## src/rtl/edge_evt_pkg.sv

```systemverilog
// Shared types and helpers for the edge event arbiter.
// Channel index width is derived here so the interface and the bench stay in step.
package edge_evt_pkg;

    typedef enum logic {
        IDLE  = 1'b0,
        OFFER = 1'b1
    } state_t;

    function automatic int id_width(input int n);
        return (n > 2) ? $clog2(n) : 1;
    endfunction

endpackage

```

## src/rtl/edge_event_arbiter_if.sv

```systemverilog
// Downstream event port: one offered channel index with valid/ready handshake.
// The arbiter drives the master side; the consumer drives evt_ready.
interface edge_event_arbiter_if #(
    parameter int ID_W = 2
);
    logic            evt_valid;
    logic            evt_ready;
    logic [ID_W-1:0] evt_id;

    modport master (output evt_valid, output evt_id, input evt_ready);
    modport slave  (input evt_valid, input evt_id, output evt_ready);
endinterface

```

## src/rtl/edge_event_arbiter_rr_pick.sv

```systemverilog
// Combinational round-robin picker: first set request at or after start, wrapping.
// No latency; start must be below NUM_CH.
module rr_pick #(
    parameter int NUM_CH = 4,
    parameter int ID_W   = 2
) (
    input  logic [NUM_CH-1:0] req,
    input  logic [ID_W-1:0]   start,
    output logic              found,
    output logic [ID_W-1:0]   winner
);

    always_comb begin
        int idx;
        found  = 1'b0;
        winner = '0;
        idx    = 0;
        for (int k = 0; k < NUM_CH; k++) begin
            idx = int'(start) + k;
            // explicit wrap keeps non-power-of-2 channel counts correct
            if (idx >= NUM_CH) idx = idx - NUM_CH;
            if (!found && req[idx]) begin
                found  = 1'b1;
                winner = ID_W'(idx);
            end
        end
    end

endmodule

```

## src/rtl/edge_event_arbiter.sv

```systemverilog
// Rising-edge capture into per-channel pending bits, round-robin onto one valid/ready port.
// Rise to evt_valid is two edges when idle; back-to-back offers without bubbles; edges on a stalled pending channel are counted as drops.
module edge_event_arbiter
    import edge_evt_pkg::*;
#(
    parameter int NUM_CH = 4,
    parameter int CNT_W  = 8,
    localparam int ID_W  = id_width(NUM_CH)
) (
    input  logic                  clk,
    input  logic                  rst,
    input  logic [NUM_CH-1:0]     in_level,
    edge_event_arbiter_if.master  evt,
    output logic [NUM_CH-1:0]     pending,
    output logic [CNT_W-1:0]      drop_count
);

    localparam int SUM_W = CNT_W + ID_W + 1;

    state_t              state_q, state_d;
    logic                valid_q, valid_d;
    logic [ID_W-1:0]     id_q, id_d;
    logic [ID_W-1:0]     rr_ptr, rr_ptr_d;
    logic [NUM_CH-1:0]   prev_level;
    logic [NUM_CH-1:0]   rise, clear, drop, pending_d;
    logic                hs;
    logic [ID_W:0]       n_drop;
    logic [SUM_W-1:0]    drop_sum;
    logic [CNT_W-1:0]    drop_d;
    logic [NUM_CH-1:0]   pick_req;
    logic [ID_W-1:0]     pick_start;
    logic                pick_found;
    logic [ID_W-1:0]     pick_winner;

    function automatic logic [ID_W-1:0] wrap_inc(input logic [ID_W-1:0] v);
        return (int'(v) == NUM_CH - 1) ? '0 : v + 1'b1;
    endfunction

    assign evt.evt_valid = valid_q;
    assign evt.evt_id    = id_q;
    assign hs            = valid_q & evt.evt_ready;
    assign rise          = in_level & ~prev_level;

    always_comb begin
        clear  = '0;
        n_drop = '0;
        for (int i = 0; i < NUM_CH; i++) begin
            clear[i] = hs && (id_q == ID_W'(i));
        end
        // a rise coinciding with its own clear re-arms the channel rather than dropping
        drop      = rise & pending & ~clear;
        pending_d = rise | (pending & ~clear);
        for (int i = 0; i < NUM_CH; i++) begin
            n_drop = n_drop + (ID_W+1)'(drop[i]);
        end
        drop_sum = {{(ID_W+1){1'b0}}, drop_count} + {{CNT_W{1'b0}}, n_drop};
        drop_d   = (drop_sum > {{(ID_W+1){1'b0}}, {CNT_W{1'b1}}}) ? '1 : drop_sum[CNT_W-1:0];
    end

    // the picker only ever sees registered pending bits
    assign pick_req   = (state_q == OFFER) ? (pending & ~clear) : pending;
    assign pick_start = (state_q == OFFER) ? wrap_inc(id_q) : rr_ptr;

    rr_pick #(.NUM_CH(NUM_CH), .ID_W(ID_W)) u_pick (
        .req    (pick_req),
        .start  (pick_start),
        .found  (pick_found),
        .winner (pick_winner)
    );

    always_comb begin
        state_d  = state_q;
        valid_d  = valid_q;
        id_d     = id_q;
        rr_ptr_d = rr_ptr;
        case (state_q)
            IDLE: begin
                valid_d = 1'b0;
                if (pick_found) begin
                    id_d    = pick_winner;
                    valid_d = 1'b1;
                    state_d = OFFER;
                end
            end
            OFFER: begin
                if (hs) begin
                    rr_ptr_d = wrap_inc(id_q);
                    if (pick_found) begin
                        id_d = pick_winner;
                    end else begin
                        valid_d = 1'b0;
                        state_d = IDLE;
                    end
                end
            end
            default: begin
                state_d = IDLE;
                valid_d = 1'b0;
            end
        endcase
    end

    always_ff @(posedge clk or negedge rst) begin
        if (!rst) begin
            state_q    <= IDLE;
            valid_q    <= 1'b0;
            id_q       <= '0;
            rr_ptr     <= '0;
            prev_level <= '0;
            pending    <= '0;
            drop_count <= '0;
        end else begin
            state_q    <= state_d;
            valid_q    <= valid_d;
            id_q       <= id_d;
            rr_ptr     <= rr_ptr_d;
            prev_level <= in_level;
            pending    <= pending_d;
            drop_count <= drop_d;
        end
    end

endmodule
```

## src/flat_wrapper.sv

```systemverilog
// flat-port wrapper written by rule: the top's interface ports become plain ports
module edge_event_arbiter_flat import edge_evt_pkg::*;
#(
    parameter int NUM_CH = 4,
    parameter int CNT_W  = 8,
    localparam int ID_W  = id_width(NUM_CH)
)
  (clk, rst, in_level, pending, drop_count, evt_evt_valid, evt_evt_id, evt_evt_ready);
  edge_event_arbiter_if evt_i ();
  input  logic clk;
  input  logic rst;
  input  logic [NUM_CH-1:0] in_level;
  output logic [NUM_CH-1:0] pending;
  output logic [CNT_W-1:0] drop_count;
  output wire logic [$bits(evt_i.evt_valid)-1:0] evt_evt_valid;
  output wire logic [$bits(evt_i.evt_id)-1:0] evt_evt_id;
  input wire logic [$bits(evt_i.evt_ready)-1:0] evt_evt_ready;
  assign evt_evt_valid = evt_i.evt_valid;
  assign evt_evt_id = evt_i.evt_id;
  assign evt_i.evt_ready = evt_evt_ready;
  edge_event_arbiter #(.NUM_CH(NUM_CH), .CNT_W(CNT_W)) u_core (.clk(clk), .rst(rst), .in_level(in_level), .evt(evt_i), .pending(pending), .drop_count(drop_count));
endmodule
```

## config.mk

```make
export PLATFORM = sky130hd
export DESIGN_NAME = edge_event_arbiter_flat
export DESIGN_NICKNAME = d
export VERILOG_FILES = /design/src/rtl/edge_evt_pkg.sv /design/src/rtl/edge_event_arbiter_if.sv /design/src/rtl/edge_event_arbiter_rr_pick.sv /design/src/rtl/edge_event_arbiter.sv /design/src/flat_wrapper.sv
export SDC_FILE = /design/constraint.sdc
export NUM_CORES = 1
export LEC_CHECK = 0
export CAP_MARGIN = 20
export CELL_PAD_IN_SITES_DETAIL_PLACEMENT = 1
export CELL_PAD_IN_SITES_GLOBAL_PLACEMENT = 1
export CORE_MARGIN = 10
export CORE_UTILIZATION = 38
export CTS_BUF_LIST = sky130_fd_sc_hd__clkbuf_4 sky130_fd_sc_hd__clkbuf_8
export DETAILED_ROUTE_END_ITERATION = 8
export PLACE_DENSITY = 0.73
export SLEW_MARGIN = 20
export SYNTH_ARGS = -nofsm -noshare
export SYNTH_HDL_FRONTEND = slang
export SYNTH_SLANG_ARGS = --single-unit
```

## constraint.sdc

```tcl
create_clock -name clk -period 3.8 [get_ports clk]
set_clock_uncertainty 0.1 [all_clocks]
set_input_delay 0.76 -clock clk [delete_from_list [all_inputs] [get_ports clk]]
set_output_delay 0.76 -clock clk [all_outputs]
set_load 0.02 [all_outputs]
```

Yosys cells after proc, flatten, opt, wreduce, memory -nomap -nowiden
Cells that the tools add are included.
Cells by class
  multiply operators: 0
  eq/ne operators: 6
  div/mod/pow operators: 0
  bitwise logic cells: 9
  muxes and demuxes: 37
  $lt $le $gt $ge: 9
  shift operators: 0
  reduce and logical (&&, ||, !) cells: 13
  add/sub/neg operators: 12
Operators with widths (number)
  $lt 32x4->1 const B: 4
  $mux 32: 4
  $and 4x4->4: 4
  $mux 1: 16
  $mux 2: 8
  $sub 3x3->4 const B: 3
  $gt 11x8->1 const B: 1
  $add 8x3->9: 1
  $ge 3x3->1 const B: 3
  $bmux 1 s2: 4
  $mux 8: 1
  $not 4->4: 2
  $logic_and 1x1->1: 7
  $add 2x2->3 const B: 2
  $add 3x1->3: 2
  $eq 2x1->1 const B: 2
  $eq 2x2->1 const B: 2
  $mux 4: 1
  $ne 2x2->1 const B: 2
  $or 4x4->4: 1
  $pmux 1 s2: 2
  $pmux 2 s2: 1
  $reduce_and 2->1: 2
  $sub 2x3->4 const B: 1
  other kinds (8): 10
Storage, ports and cells
  latch bits: 0
  output and inout port bits: 15
  word-level logic and storage cells: 93
  ROM bits: 0
  memories: 0
  bits in writable memories: 0
  bits in registers: 22

Depth between registers and ports, before layout
  depth in word-level cells: 21
  mapped depth: 15

Cells and area by module
From an unflattened synthesis, not the netlist that was laid out.
Second synthesis, totals
  cell total of the unflattened synthesis: 117
  area, all modules: 1212.4 µm²
Modules (own cells, without submodules)
  edge_event_arbiter: area each 1134.8 µm², instances 1, seq. area each 550.5 µm², cells an instance 102
  rr_pick: area each 77.6 µm², instances 1, seq. area each 0.0 µm², cells an instance 15

Least setup slack after synthesis
No wires, ideal clock.
  path type: reg2reg
  start: reg u_core.id_q[0], in the netlist u_core.evt.evt_id[0]
  end: reg u_core.drop_count[0]
  cell stages (with the launch flop): 16
  setup time: 0.071 ns
  setup slack: 0.489 ns
  arrival time: 3.140 ns
  buffers on the path: 0
  clock period less this slack: 3.311 ns
  cells stage by stage: dfrtp_1 -> inv_1 -> ha_1 -> inv_1 -> o31ai_1 -> nor2_1 -> ha_1 -> fa_1 -> ha_1 -> inv_1 -> fa_1 -> inv_1 -> a21oi_1 -> nor2_1 -> nand3_1 -> nand2b_1
Between the ends
  word-level cells in the longest chain between the ends: 10
  elaborated cells on any way between the ends: 16
Ends and longest elaborated chain
  start: declaration: RTL line edge_event_arbiter.sv:22  | logic [ID_W-1:0] id_q, id_d;
  start signal: assignment: RTL line edge_event_arbiter.sv:115  | id_q <= id_d;
  $eq 2x1->1 or $logic_not 2->1 (tied branches): RTL line edge_event_arbiter.sv:48  | clear[i] = hs && (id_q == ID_W'(i));
  $logic_and 1x1->1: RTL line edge_event_arbiter.sv:48
  $not 4->4 (*): RTL line edge_event_arbiter.sv:51  | drop = rise & pending & ~clear;
  $and 4x4->4 (*): RTL line edge_event_arbiter.sv:51
  $add 1x1->2: RTL line edge_event_arbiter.sv:54  | n_drop = n_drop + (ID_W+1)'(drop[i]);
  $add 3x1->3: RTL line edge_event_arbiter.sv:54
  $add 3x1->3 (*): RTL line edge_event_arbiter.sv:54
  $add 8x3->9 (*): RTL line edge_event_arbiter.sv:56  | drop_sum = {{(ID_W+1){1'b0}}, drop_count} + {{CNT_W{1'b0}}, n_drop};
  $gt 11x8->1: RTL line edge_event_arbiter.sv:57  | drop_d = (drop_sum > {{(ID_W+1){1'b0}}, {CNT_W{1'b1}}}) ? '1 : drop_sum[CNT_W-1:0];
  $mux 8 (*): RTL line edge_event_arbiter.sv:57
  net u_core.drop_d[0]: RTL line edge_event_arbiter.sv:29  | logic [CNT_W-1:0] drop_d;
  end signal: assignment: RTL line edge_event_arbiter.sv:119  | drop_count <= drop_d;
  end: declaration: RTL line edge_event_arbiter.sv:15  | output logic [CNT_W-1:0] drop_count
Mark *: on every way through the listed nets, which the timed path passes. The rest lies on a longest branch.
A chain may end at the register's enable or synchronous reset.

Final worst setup path
  start: in evt_evt_ready
  end: reg u_core.drop_count[7]
Between the ends
  word-level cells in the longest chain between the ends: 10
  elaborated cells on any way between the ends: 13
Ends and longest elaborated chain
  start: declaration: RTL line flat_wrapper.sv:17  | input wire logic [$bits(evt_i.evt_ready)-1:0] evt_evt_ready;
  $and 1x1->1 (*): RTL line edge_event_arbiter.sv:41  | assign hs = valid_q & evt.evt_ready;
  $logic_and 1x1->1: RTL line edge_event_arbiter.sv:48
  $not 4->4 (*): RTL line edge_event_arbiter.sv:51
  $and 4x4->4 (*): RTL line edge_event_arbiter.sv:51
  $add 1x1->2: RTL line edge_event_arbiter.sv:54
  $add 3x1->3: RTL line edge_event_arbiter.sv:54
  $add 3x1->3 (*): RTL line edge_event_arbiter.sv:54
  $add 8x3->9 (*): RTL line edge_event_arbiter.sv:56
  $gt 11x8->1: RTL line edge_event_arbiter.sv:57
  $mux 8 (*): RTL line edge_event_arbiter.sv:57
  net u_core.drop_d[7]: RTL line edge_event_arbiter.sv:29
Marks and branches as above.

==> flow_metrics.tcl <==
set metrics [dict create \
    cts-root-buf "clkbuf_4" \
    finalPower_mw 1.35 \
    grt_setup_unrepaired "false" \
    routedWlPerCell_um 15.2 \
    worst_slack_ps 164 \
    critPathKind "input port to register" \
    status "completed" \
    cap_violations 0 \
    die_y_um 76.6 \
    clk_latency_ps 310 \
    worst_slew_pin_slew_ps 508 \
    first_pass_iters 4 \
    synth.avg_cell_area_sq_um 10.1 \
    ys_seq_area_share_pct 45.2 \
    worstPathArrival_ps 3750 \
    synthToLayoutAreaGrowth_pct 31.0 \
    grt_pass1_vias 1090 \
    setup_viol 0 \
    io_pins 22 \
    cts_tree "done" \
    cts_buffers 3 \
    period_minus_slack_ps 3640 \
    powerDensity_nw_per_um2 844 \
    avgViaCountPerCell 4.98 \
    cts_hold_buffers 0 \
    grt_max_degree 23 \
    dp_cells 192 \
    crit_path_max_incr_delay_ps 490 \
    ys_seq_elements 22 \
    final_core_util_pct 52.3 \
    min_path_type "input port to asynchronous set/reset pin" \
    vias 972 \
    layout_common_cells "dfrtp_1 (22), clkdlybuf4s50_1 (20), nand2_1 (17)" \
    grtUsageTotal_pct 10.7 \
    slew_headroom_pct 66.1 \
    fmax_mhz 275 \
    io_buffers 21 \
    grt_overflow 0 \
    yosysWarnings 0 \
    cts.sinks 22 \
    hold_viol 0 \
    cp_max_fo 5 \
    drtIter0Drc 23 \
    cp-start-kind "input port" \
    die_area_sq_um 5870 \
    period_share_pct 95.7 \
    fin_hold_ws_ps 298 \
    p_leak_nw 0.724 \
    synth.distinct_cells 31 \
    final_cells 195 \
    synth_nets 138 \
    stdcell_area_sq_um 1600 \
    grt_pass1_wl_um 5270 \
    end_kind "register" \
    clkTransAtPathRegs_ps 120 \
    cp_common_cell "ha_1" \
    die_w_um 76.6 \
    num_rows 20 \
    drc 0 \
    syn-cell-area_sq_um 1220 \
    post_dp_cell_area_sq_um 1530 \
    antenna_left 0 \
    final_common_cell "dfrtp_1" \
    slowest_stage "clkdlybuf4s50_1" \
    cts_max_level 1 \
    path_cells "clkdlybuf4s50_1, inv_2, o31ai_4, nor2_1, ha_1, fa_1, ha_1, ha_1, a21o_1, a21oi_1, buf_4, nor3b_1, nand3_1, o21a_1" \
    fillCellCount 371 \
    dp_slack_ps -385 \
    synthCells 120 \
    dp_hpwl_um 2370 \
    initial_core_util_pct 39.9 \
    antenna_cells 0 \
    required_ps 3920 \
    nNetsFinal 171 \
    routabilityCongestion 0.797 \
    totalWireLength_um 2970 \
    irDropWorstVdd_mv 0.338 \
    slew_violations 0 \
    drive_gt1_share_pct 17.2 \
    finalSetupTns_ps 0 \
    antenna_found_initial 0 \
    core_sq_um 3050 \
    clock_path_buffers 2 \
]
cells by family after synthesis:
kind of cell / after synthesis / share of synthesized area [%]
XOR/XNOR: 4 / 2.88
AO/OA/AOI/OAI: 23 / 13.8
adder cells (fa/ha/maj): 11 / 12.5
multiplexers: 3 / 2.67
flip-flops: 22 / 45.2
buffers and inverters: 12 / 4.32
AND/OR/NAND/NOR: 45 / 18.6
worst paths after layout:
| path | depth (start not counted) | to | from | slack (ps) |
|---|---|---|---|---|
| max | 14 | u_core.drop_count[7] | evt_evt_ready | 160 |
| min | 1 | u_core.evt.evt_valid | rst | 300 |
| max reg2reg | 14 | u_core.drop_count[7] | u_core.evt.evt_id[0] | 430 |
| min reg2reg | 2 | u_core.pending[3] | u_core.prev_level[3] | 430 |
| max in group asynchronous | 1 | u_core.drop_count[1] | rst | 2960 |
| min in group clk | 2 | u_core.pending[3] | u_core.prev_level[3] | 430 |
synth_stat cells:
library cell	count	area, sq um
nor2b_1	1	6.26
mux2_2	1	11.3
a21o_1	1	7.51
nor3_1	2	10.0
o21a_1	2	15.0
or3b_1	1	8.76
mux2_1	1	11.3
nand4_1	2	12.5
o21ai_2	2	17.5
nor3b_1	1	7.51
buf_6	1	11.3
nand2_1	17	63.8
nor2_1	9	33.8
a22o_1	1	8.76
nand2b_1	6	37.5
nand3_1	4	20.0
xor2_1	2	17.5
fa_1	2	40.0
o31ai_1	4	30.0
inv_1	11	41.3
o21ai_4	1	16.3
nand2b_2	1	8.76
mux2i_1	1	10.0
xnor2_1	2	17.5
ha_1	9	113
dfrtp_1	22	551
nand3_4	1	17.5
o311a_1	1	10.0
o21ai_0	1	5.00
a21oi_1	8	40.0
o2bb2ai_1	2	17.5
state kept, by name, indices dropped and copies added (netlist names):
signal,cells
u_core.rr_ptr,2
u_core.evt.evt_valid,1
u_core.pending,4
u_core.evt.evt_id,2
u_core.state_q,1
u_core.prev_level,4
u_core.drop_count,8
repair_timing:
action	CTS	global route
endpoints found under the setup margin	3	8
pin swaps	0	2
setup buffers	0	0
cloned	0	0
resized for setup	1	9
layer usage:
layer  wire, um  part of all wire [%]  vias up  track usage [%]
met1       1260                    42      480             11.7
met2       1480                    50       17             18.4
li1           -                     -      470                -
met5          0                     0        -                0
met3        192                   6.5        5             3.77
met4         42                   1.4        0             3.90
critical path: cells and delay by family:
family	cells	cell delay (ps)
AO/OA/AOI/OAI	4	540
buffers and inverters	3	720
AND/OR/NAND/NOR	3	450
adder cells (fa/ha/maj)	4	1290
area by class of cell:
| cell class | instances | area (sq um) | area share [%] |
|---|---|---|---|
| tap | 44 | 55.1 | 3.45 |
| multi-input combinational | 86 | 661 | 41.4 |
| timing repair buffer | 29 | 265 | 16.6 |
| inverter | 11 | 41.3 | 2.59 |
| clock buffer | 3 | 22.5 | 1.41 |
| sequential | 22 | 551 | 34.5 |
power breakdown:
part / switching, mW / leakage, nW / internal (mW)
Combinational: 0.434 / 0.457 / 0.384
Sequential: 0.0940 / 0.254 / 0.325
Clock: 0.0717 / 0.0138 / 0.0371
Total: 0.600 / 0.724 / 0.746
Note: power is estimated with default switching activity, not from simulation.
